===== src/rtl/sat_counter.sv =====
// sat_counter: saturating up-counter with a clear that applies before the same-cycle increment
//   clk, rst : clock and synchronous active-high reset
//   clr_i    : clear to zero (the increment of the same cycle still applies)
//   inc_i    : increment by one, holding at all-ones
//   cnt_o    : count value
module sat_counter #(
   parameter int W = 16
) (
   input  logic         clk,
   input  logic         rst,
   input  logic         clr_i,
   input  logic         inc_i,
   output logic [W-1:0] cnt_o
);
   logic [W-1:0] cnt_q, cnt_d, base;
   always_comb begin
      base  = clr_i ? '0 : cnt_q;
      cnt_d = (inc_i && base != '1) ? base + 1'b1 : base;
   end
   always_ff @(posedge clk) cnt_q <= rst ? '0 : cnt_d;
   assign cnt_o = cnt_q;
endmodule


===== config.mk =====
export PLATFORM = sky130hd
export DESIGN_NAME = sat_counter
export DESIGN_NICKNAME = d
export VERILOG_FILES = /design/src/rtl/sat_counter.sv
export SDC_FILE = /design/constraint.sdc
export NUM_CORES = 1
export LEC_CHECK = 0
export ABC_CLOCK_PERIOD_IN_PS = 3600
export CAP_MARGIN = 20
export CORE_MARGIN = 2
export CORE_UTILIZATION = 50
export CTS_BUF_LIST = sky130_fd_sc_hd__clkbuf_8
export CTS_CLUSTER_DIAMETER = 40
export DETAILED_ROUTE_END_ITERATION = 16
export HOLD_SLACK_MARGIN = 0.02
export PLACE_DENSITY = 0.8
export SLEW_MARGIN = 20
export SYNTH_ARGS = -nofsm -noshare
export SYNTH_HDL_FRONTEND = slang
export SYNTH_SLANG_ARGS = --single-unit

===== constraint.sdc =====
create_clock -name clk -period 3.6 [get_ports clk]
set_input_delay 0.36 -clock clk [delete_from_list [all_inputs] [get_ports clk]]
set_output_delay 0.36 -clock clk [all_outputs]
set_load 0.02 [all_outputs]

==> Word-level counts from Yosys, hierarchy flattened <==
Index checks and enable logic that the tools add are counted.
{ "op_classes": {"n_addsub": 1, "eq_ne": 1, "n_mux": 2, "reduce_logical": 1} }
{ "op_table": {"columns": ["operator", "n"], "rows": [
  ["16-bit 2-to-1 mux", 2],
  ["16-bit by 1-bit adder with 16-bit output (second input constant)", 1],
  ["16-bit inequality test (second input constant)", 1],
  ["1-bit logical AND", 1]
]} }
{ "word_totals": {"ff_bits": 16, "inputBits": 4, "output_inout_bits": 16, "wordCells": 6} }

==> Logic depth before layout (Yosys ltp) <==
{ "depth": {"ltp_word": 4, "mapped_depth": 5, "depth_no_buf": 4} }

==> Least setup slack after synthesis <==
Ideal clock, no wire load.
{ "synth_timing": {"path_kind": "flip-flop to flip-flop", "start": "register cnt_q[1], in the netlist cnt_o[1]", "end": "register cnt_q[13], in the netlist cnt_o[13]", "setup_ns": 0.135, "t_arrival_ns": 1.669, "required_time_ns": 3.465, "path_slack_ns": 1.796, "path_stages_with_launch": 6, "n_path_buf": 1, "period_less_slack_ns": 1.804, "cell_sequence": "dfxtp_1 > nand3_1 > or4_4 > buf_6 > o311ai_0 > o41ai_1"} }
{ "synth_via": {"elab_chain_cells": 4, "elab_cells_between_ends": 5, "classes_between": "1 x add/sub; 1 x eq/ne; 2 x mux; 1 x reduce/logical"} }
{ "synth_lines": {"columns": ["element", "line", "source"], "rows": [
  ["start: declaration", "15", "logic [W-1:0] cnt_q, cnt_d, base;"],
  ["start signal: assignment", "20", "always_ff @(posedge clk) cnt_q <= rst ? '0 : cnt_d;"],
  ["16-bit 2-to-1 mux (*)", "17", "base = clr_i ? '0 : cnt_q;"],
  ["parallel branches: the longest is 2 deep, another holds 16-bit by 1-bit adder with 16-bit output", null, null],
  ["16-bit 2-to-1 mux (*)", "18", "cnt_d = (inc_i && base != '1) ? base + 1'b1 : base;"]
]} }
Mark *: on every way between the ends.
A chain may end at the register's enable or synchronous reset.

==> Worst setup path after layout <==
{ "layout_timing": {"start": "input port clr_i", "end": "register cnt_q[13], in the netlist cnt_o[13]"} }
{ "layout_via": {"elab_chain_cells": 4, "elab_cells_between_ends": 5, "classes_between": "1 x add/sub; 1 x eq/ne; 2 x mux; 1 x reduce/logical"} }
{ "layout_lines": {"columns": ["element", "line", "source"], "rows": [
  ["start: declaration", "11", "input logic clr_i,"],
  ["16-bit 2-to-1 mux (*)", "17", null],
  ["parallel branches: the longest is 2 deep, another holds 16-bit by 1-bit adder with 16-bit output", null, null],
  ["16-bit 2-to-1 mux (*)", "18", null]
]} }
Marks and branches as above.

==> out/results.tsv <==
stage	metric	value	unit
run_status	status	finished clean	
synth	synthCells	97	
worst_setup_path	rrSetupSlack	1.62	ns
worst_setup_path	cp_max_fo	16	
die	coreArea	1540	sq um
worst_setup_path	startpoint	clr_i	
die	rows	14	
clocking	hold_buffers	0	
sta	tightest_slew	0.679	ns
finish	largest_reg_flops	16	
finish	n_antenna_cell	0	
die	die_x	45.1	um
worst_setup_path	end_kind	register	
finish	drive_gt1_frac	0.0609	
flow_run	drv_cap	0	
finish	final_cell_mix	19 x clkdlybuf4s50_1, 16 x dfxtp_1, 9 x nand3_1	
placed_design	portBuffers	19	
routing	wl	2010	um
die	die_area	2030	sq um
clocking	max-clock-path-buffers	2	
power_and_ir_drop	p_per_area	310	nW/um^2
clocking	cts.sinks	16	
placed_design	dp_cells	128	
finish	num-fill-cells	125	
worst_setup_path	start_kind	input pin	
sta	rsz0062_at_grt	no	
clocking	clk_transition_reported_paths	0.06	ns
synth	synth_fp_nets	101	
sta	holdWs	0.498	ns
clocking	ctsResizeCount	0	
die	start_util	0.547	
clocking	cts_buffers	3	
clocking	clkLatencyLatePin	0.24	ns
synth	postSynthAreaPerCell	8.69	sq um
global_routing	overflow	0	
synth	synth_ff_type	dfxtp_1	
placed_design	place.gp.congestion	0.769	
min_path	min-delay-start	cnt_o[15]	
routing	drt_iter0_drc	35	
finish	seqCellArea	320	sq um
sta	layout_setup_ws	1.35	ns
finish	area_growth_syn_to_layout	27.2	%
synth	async_flop_share	0	
synth	synth_edf_count	0	
routing	ant_nets	0	
placed_design	dp_hpwl	1430	um
power_and_ir_drop	p_total	332	uW
synth	yosys_warnings	0	
worst_setup_path	r2r-start	cnt_o[8]	
min_path	min_path_type	register to register	
worst_setup_path	r2r-end	cnt_o[1]	
clocking	htreeDepth	1	
worst_setup_path	cp.arrival	2.37	ns
worst_setup_path	path_class	input pin to register	
global_routing	grt_usage	0.232	
sta	timing.fmax	0.445	GHz
clocking	cts_tree	yes	
global_routing	antenna_found_initial	0	
synth	ys_seq_elements	16	
clocking	cts_setup_buffers	0	
synth	ys_seq_area_frac	0.380	
worst_setup_path	r2r.worst_path.cells	4	
power_and_ir_drop	ir_worst_vdd	0.255	mV
synth	synth_area	843	sq um
worst_setup_path	cp.required	3.72	ns
global_routing	grt_pass1_wl	3510	um
routing	vias	850	
clocking	cts_root_buffer	clkbuf_8	
synth	synth.distinct_cells	36	
die	die_h	45.1	um
routing	wl_per_cell	15.4	um
finish	layout_commonest_cell	clkdlybuf4s50_1	
sta	drv_slew	0	
routing	vias_per_cell	6.49	
global_routing	grt_pass1_vias	762	
sta	post-route-min-period	2.25	ns
finish	final_nets	121	
sta	finalSetupViolCount	0	
die	ioPinCount	20	
worst_setup_path	crit_path_end	cnt_o[13]	
routing	drtPass1Iterations	4	
finish	multi_input_area	493	sq um
sta	max_slew_margin	0.543	
sta	tns	0	ns
global_routing	grt_max_degree	17	
placed_design	place_ws	1.12	ns
sta	hold_viol	0	
power_and_ir_drop	p_leak	0.000380	uW
sta	timing.final.crit_share	0.624	
sta	skew	0.00165	ns
routing	drcViolationCount	0	
finish	final_cells	131	
==> power by group <==
part | total [uW] | switching [uW] | internal, uW
registers | 179 | 1.27 | 178
clock network | 132 | 58.3 | 74.0
logic | 20.5 | 12.0 | 8.50
total | 332 | 71.5 | 261
==> worst min-delay path by stage <==
stage | end | slack, ns | cells after the start
after floorplan | cnt_o[0] | 0.46 | 1
after global placement | cnt_o[15] | 0.48 | 1
after detailed placement | cnt_o[15] | 0.49 | 1
after CTS | cnt_o[15] | 0.50 | 1
after global routing | cnt_o[15] | 0.53 | 1
final | cnt_o[15] | 0.50 | 1
==> routing by layer <==
metal | wire, um | share of wire | global-route usage
met1 | 951 | 0.47 | 0.329
met2 | 915 | 0.45 | 0.360
met4 | 9 | 0.0045 | 0.0706
met3 | 135 | 0.067 | 0.0400
met5 | 0 | 0 | 0
==> Yosys cell counts, types with 3 or more instances <==
master / n / area (sq um)
a21oi_1: 3 / 15.0
clkbuf_1: 3 / 11.3
dfxtp_1: 16 / 320
mux2i_1: 3 / 30.0
nand2_1: 8 / 30.0
nand3_1: 9 / 45.0
nand4_1: 3 / 18.8
nor2_1: 3 / 11.3
nor3_1: 4 / 20.0
o211ai_1: 3 / 22.5
o21ai_0: 4 / 20.0
o31ai_1: 3 / 22.5
or3_1: 3 / 18.8
==> worst max-delay path, cell delays in order <==
cell	delay, ns
clkdlybuf4s50_1	0.65
nand3b_4	0.29
or4_4	0.60
o311ai_0	0.33
o41ai_1	0.13
==> metrics by stage <==
stage / util / cell area (sq um)
finish: 0.696 / 1070
global route: 0.696 / 1070
CTS: 0.696 / 1070
detailed placement: 0.669 / 1030
global placement: 0.669 / 1030
floorplan: - / 843
==> area by class of cell <==
type / instances / area share
Clock buffer: 3 / 0.0385
Inverter: 2 / 0.00700
Multi-Input combinational cell: 75 / 0.460
Sequential cell: 16 / 0.299
Tap cell: 16 / 0.0187
Timing Repair Buffer: 19 / 0.177
==> cells by family (layout without fill, tap and decap cells) <==
logic type | count (synthesis) | in the layout | synth area share
flops | 16 | 16 | 0.380
compound gates | 26 | 26 | 0.220
simple gates | 46 | 46 | 0.329
buf+inv | 6 | 24 | 0.0356
mux | 3 | 3 | 0.0356
Note: power is estimated with default switching activity, not from simulation.
==> patch 1: new RTL, same flow settings <==
Change the parameter `W` from 16 to 32.
--- a/src/rtl/sat_counter.sv
+++ b/src/rtl/sat_counter.sv
@@ -4,7 +4,7 @@
 //   inc_i    : increment by one, holding at all-ones
 //   cnt_o    : count value
 module sat_counter #(
-   parameter int W = 16
+   parameter int W = 32
 ) (
    input  logic         clk,
    input  logic         rst,
Ports: changed (resized cnt_o); port bits go from 20 to 36. The function was not compared with the original's and may differ.
==> patch 1 against the unedited design <==
  * Synthesized area rose by 100%
  * Sequential power increased by 99%
  * Critical path type unchanged
  * First-iteration DRC count rose by 100%
  * Design area is 100% higher
  * Sequential cell count up 16
  * Core utilization decreased by 3.6 points
  * Global-route usage is 0.49 points higher
  * Combinational power grew 39%
  * Highest routed layer unchanged
  * Total power rose by 92%
  * Setup slack got worse by 460 ps
  * Routed wire length is 120% higher
==> patch 1: results (changes against the unedited design) <==
P_leak -> 0.6188 nW (+63%)
non-clock buffer share of cell area -> 17.41% (-0.33 points)
final RePlAce weighted congestion -> 0.8544 (+11%)
Via Count -> 1777 (+110%)
share of layout cells above drive strength 1 -> 7.258% (+1.2 points)
All-Layer GR Usage -> 23.73% (+0.49 points)
met3 routed WL -> 317 um (+130%)
met1 usage -> 31.24% (-1.7 points)
sequential area share after synthesis -> 37.56% (-0.42 points)
met3 usage -> 5.405% (+1.4 points)
Non-Clock Buffer Count -> 39 (+20)
reg2reg path depth -> 6 (+2)
multi-input gates -> 164 (+120%)
crit path max fanout -> 14 (-2)
multi-input combinational area share -> 46.05% (+0.074 points)
H-tree depth -> 2 (+1)
vias in the first global route -> 1562 (+100%)
Post-DP HPWL -> 3.144 mm (+120%)
syn_area_per_cell -> 8.121 sq um (-6.6%)
Worst-Margin Slew -> 809.4 ps (+130.5 ps)
Largest register FFs -> 32 (+16)
list of most frequent post-synthesis cells -> 32 x dfxtp_1, 22 x a21oi_1, 19 x nand2_1, 19 x or3_1, 16 x o21ai_0
Worst Hold Path Cells -> 2 (+1)
post-route insts no fill -> 294 (+120%)
area post-placement -> 2107 sq um (+100%)
met1 wire length -> 1.977 mm (+110%)
status -> complete, no violations
## patch 1: cell types whose count changed after synthesis, moves of 4 or more
cell	before	now
a21oi_1	3	22
dfxtp_1	16	32
or3_1	3	19
o21ai_0	4	16
or4_1	1	13
nand2_1	8	19
nor2_1	3	9
buf_2	0	4
nor2b_1	2	6
o31ai_1	3	7
## patch 1: final timing paths
path,slack (ps),startpoint,end
min,520,cnt_o[14],cnt_o[14]
max,900,clr_i,cnt_o[27]
min reg2reg,520,cnt_o[14],cnt_o[14]
max reg2reg,980,cnt_o[16],cnt_o[17]
## patch 1: power by group through the flow
stage / registers [W] / logic, W / clock network, W
final: 0.000357 / 0.0000284 / 0.000253
after global routing: 0.000357 / 0.0000305 / 0.000280
after CTS: 0.000357 / 0.0000282 / 0.000259
after detailed placement: 0.000365 / 0.0000281 / 0
after global placement: 0.000365 / 0.0000278 / 0
after floorplan: 0.000366 / 0.0000133 / 0
## patch 1: logic make-up (layout without fill, tap and decap cells)
| kind of cell | count (synthesis) | count (layout) | synth area share [%] |
|---|---|---|---|
| flops | 32 | 32 | 37.56 |
| mux | 2 | 2 | 1.321 |
| simple gates | 105 | 105 | 35.36 |
| compound gates | 55 | 55 | 20.91 |
| buf+inv | 14 | 52 | 3.815 |
| xor+xnor | 2 | 2 | 1.027 |
## patch 1: metrics by stage
stage	setup WS [ps]	hold WS [ps]	total power [W]
6_report	897.5	516.0	0.0006383
4_1_cts	933.6	518.7	0.0006447
3_3_place_gp	704.8	504.3	0.0003929
5_1_grt	789.9	538.1	0.0006680
3_5_place_dp	648.0	509.5	0.0003932
2_1_floorplan	1392	531.4	0.0003795
## patch 1: worst max-delay path: stages
cell and delay, ps:
clkdlybuf4s50_1 420, buf_4 200, nand3b_1 190, nor3_1 560, nand2_1 230, nor4b_1 520, mux2_2 390
==> patch 2: new RTL, same settings <==
Made on the original files. Register the output `cnt_o` once more; this adds one clock of latency there.
--- a/src/rtl/sat_counter.sv
+++ b/src/rtl/sat_counter.sv
@@ -18,6 +18,8 @@
       cnt_d = (inc_i && base != '1) ? base + 1'b1 : base;
    end
    always_ff @(posedge clk) cnt_q <= rst ? '0 : cnt_d;
-   assign cnt_o = cnt_q;
+   always_ff @(posedge clk) begin
+      cnt_o <= cnt_q;
+   end
 endmodule
 
Behaviour: not the same (Yosys sat finds a counterexample within 4 cycles, from zero or initial values and one cycle with rst high).
==> patch 2 against the unedited design <==
  * Setup slack better by 360 ps
  * Routed wire length up 14%
  * Total power up 97%
  * Design area up 38%
  * Synthesized area up 39%
  * Cell count up 25%
  * Sequential cell count up 16
==> patch 2: results (changes against the unedited design) <==
DRT iter0 DRCs -> 18 (-49%)
All-Layer GR Usage -> 20.31% (-2.9 points)
flops & latches, synth -> 32 (+16)
vias in the first global route -> 896 (+18%)
most common flop cell mapped by yosys -> dfxtp_1
Hold Startpoint -> cnt_q[11]
Post-Syn Nets -> 116 (+15%)
Via Count -> 960 (+13%)
flop2flop setup slack -> 1930 ps (+310 ps)
first-pass GRT wire length -> 3.919 mm (+12%)
final RePlAce weighted congestion -> 0.8691 (+13%)
Worst Hold End -> cnt_o[11]
1st-pass router iterations -> 4 (unchanged)
status -> complete, no violations
initial antenna violation count -> 0 (unchanged)
placed cells -> 156 (+22%)
CTS root buffer -> clkbuf_8
Post-DP HPWL -> 1.608 mm (+13%)
Worst Hold Path Cells -> 0 (-1)
Top Registers -> cnt_o x16, cnt_q x16
syn_area_per_cell -> 10.49 sq um (+21%)
list of most frequent post-synthesis cells -> 32 x dfxtp_1, 9 x nand4_1, 8 x a21oi_1
pin count of the biggest net entering global routing -> 13 (-4)
post-route insts no fill -> 164 (+25%)
hold slack -> 399.3 ps (-99.10 ps)
worst slack, placed -> 1426 ps (+302.5 ps)
Yosys top cell area share -> 54.53% (+17 points)
Max VDD drop -> 383.7 uV (+50%)
Worst-Margin Slew -> 533.6 ps (-145.3 ps)
nets -> 139 (+15%)
drt wl/cell -> 14.02 um (-8.7%)
fillcell total -> 180 (+44%)
H-tree depth -> 2 (+1)
Worst R2R Start -> cnt_q[0]
Slowest-stage cell, CP -> or4_4
crit-path max cell delay -> 570 ps (-80 ps)
Multi-input gate area -> 514.2 sq um (+4.3%)
Distinct cells, synth -> 39 (+8.3%)
P_leak -> 0.5819 nW (+53%)
cts bufs inserted -> 5 (+2)
area post-placement -> 1388 sq um (+35%)
Bufs on Longest Clock Path -> 2 (unchanged)
skew final -> 5.359 ps (+3.713 ps)
clk_lat worst skew -> 290 ps (+50 ps)
sequential area share after synthesis -> 54.53% (+17 points)
crit path max fanout -> 10 (-6)
CP Data Arrival Time -> 2090 ps (-280 ps)
==> patch 2: cell count changes in the layout (fill, tap and decap cells not counted), sizes merged, moves of 3 or more <==
cell | before | now
a21oi | 3 | 8
clkbuf | 3 | 6
dfxtp | 16 | 32
nand3 | 9 | 3
nand4 | 3 | 9
==> patch 2: where the power goes <==
group	internal (W)	total [W]	switching, W
clock network	0.000152	0.000278	0.000126
logic	0.00000867	0.0000197	0.0000111
registers	0.000356	0.000358	0.00000195
==> patch 2: worst register-to-register path, delay by kind of cell (launching register included) <==
kind,cells,cell delay [ps]
AO/OA/AOI/OAI,1,170
flip-flops,1,430
multiplexers,1,280
AND/OR/NAND/NOR,2,680
==> patch 2: area by class of cell <==
cell class | count | share of cell area (%)
tap | 28 | 2.367
sequential | 32 | 43.28
clock inverter | 2 | 0.6762
timing repair buffer | 19 | 12.85
multi-input combinational | 75 | 34.74
clock buffer | 6 | 5.579
inverter | 2 | 0.5072
==> patch 2: cells by family after synthesis <==
kind of cell,after synthesis,synth area share [%]
AOI/OAI and AO/OA,24,13.74
buffers and inverters,5,1.704
DFF,32,54.53
xor gates and xnor gates,1,0.7456
muxes,2,1.810
and+or+nand+nor,48,27.48
==> patch 2: worst max path at each step <==
stage	endpoint	cells after the start	startpoint	slack, ps
2_1_floorplan	cnt_q[9]	4	clr_i	2140
3_3_place_gp	cnt_q[5]	5	clr_i	1460
3_5_place_dp	cnt_q[5]	5	clr_i	1430
4_1_cts	cnt_q[5]	5	clr_i	1720
5_1_grt	cnt_q[5]	5	clr_i	1590
6_report	cnt_q[5]	5	clr_i	1710
==> patch 2: per-layer routing <==
metal	vias up	global-route usage, %	part of all wire (%)
met3	7	9.429	6.2
met4	0	11.54	2.9
met5	-	0	0
met2	30	30.42	47
met1	447	23.69	44
li1	476	-	-
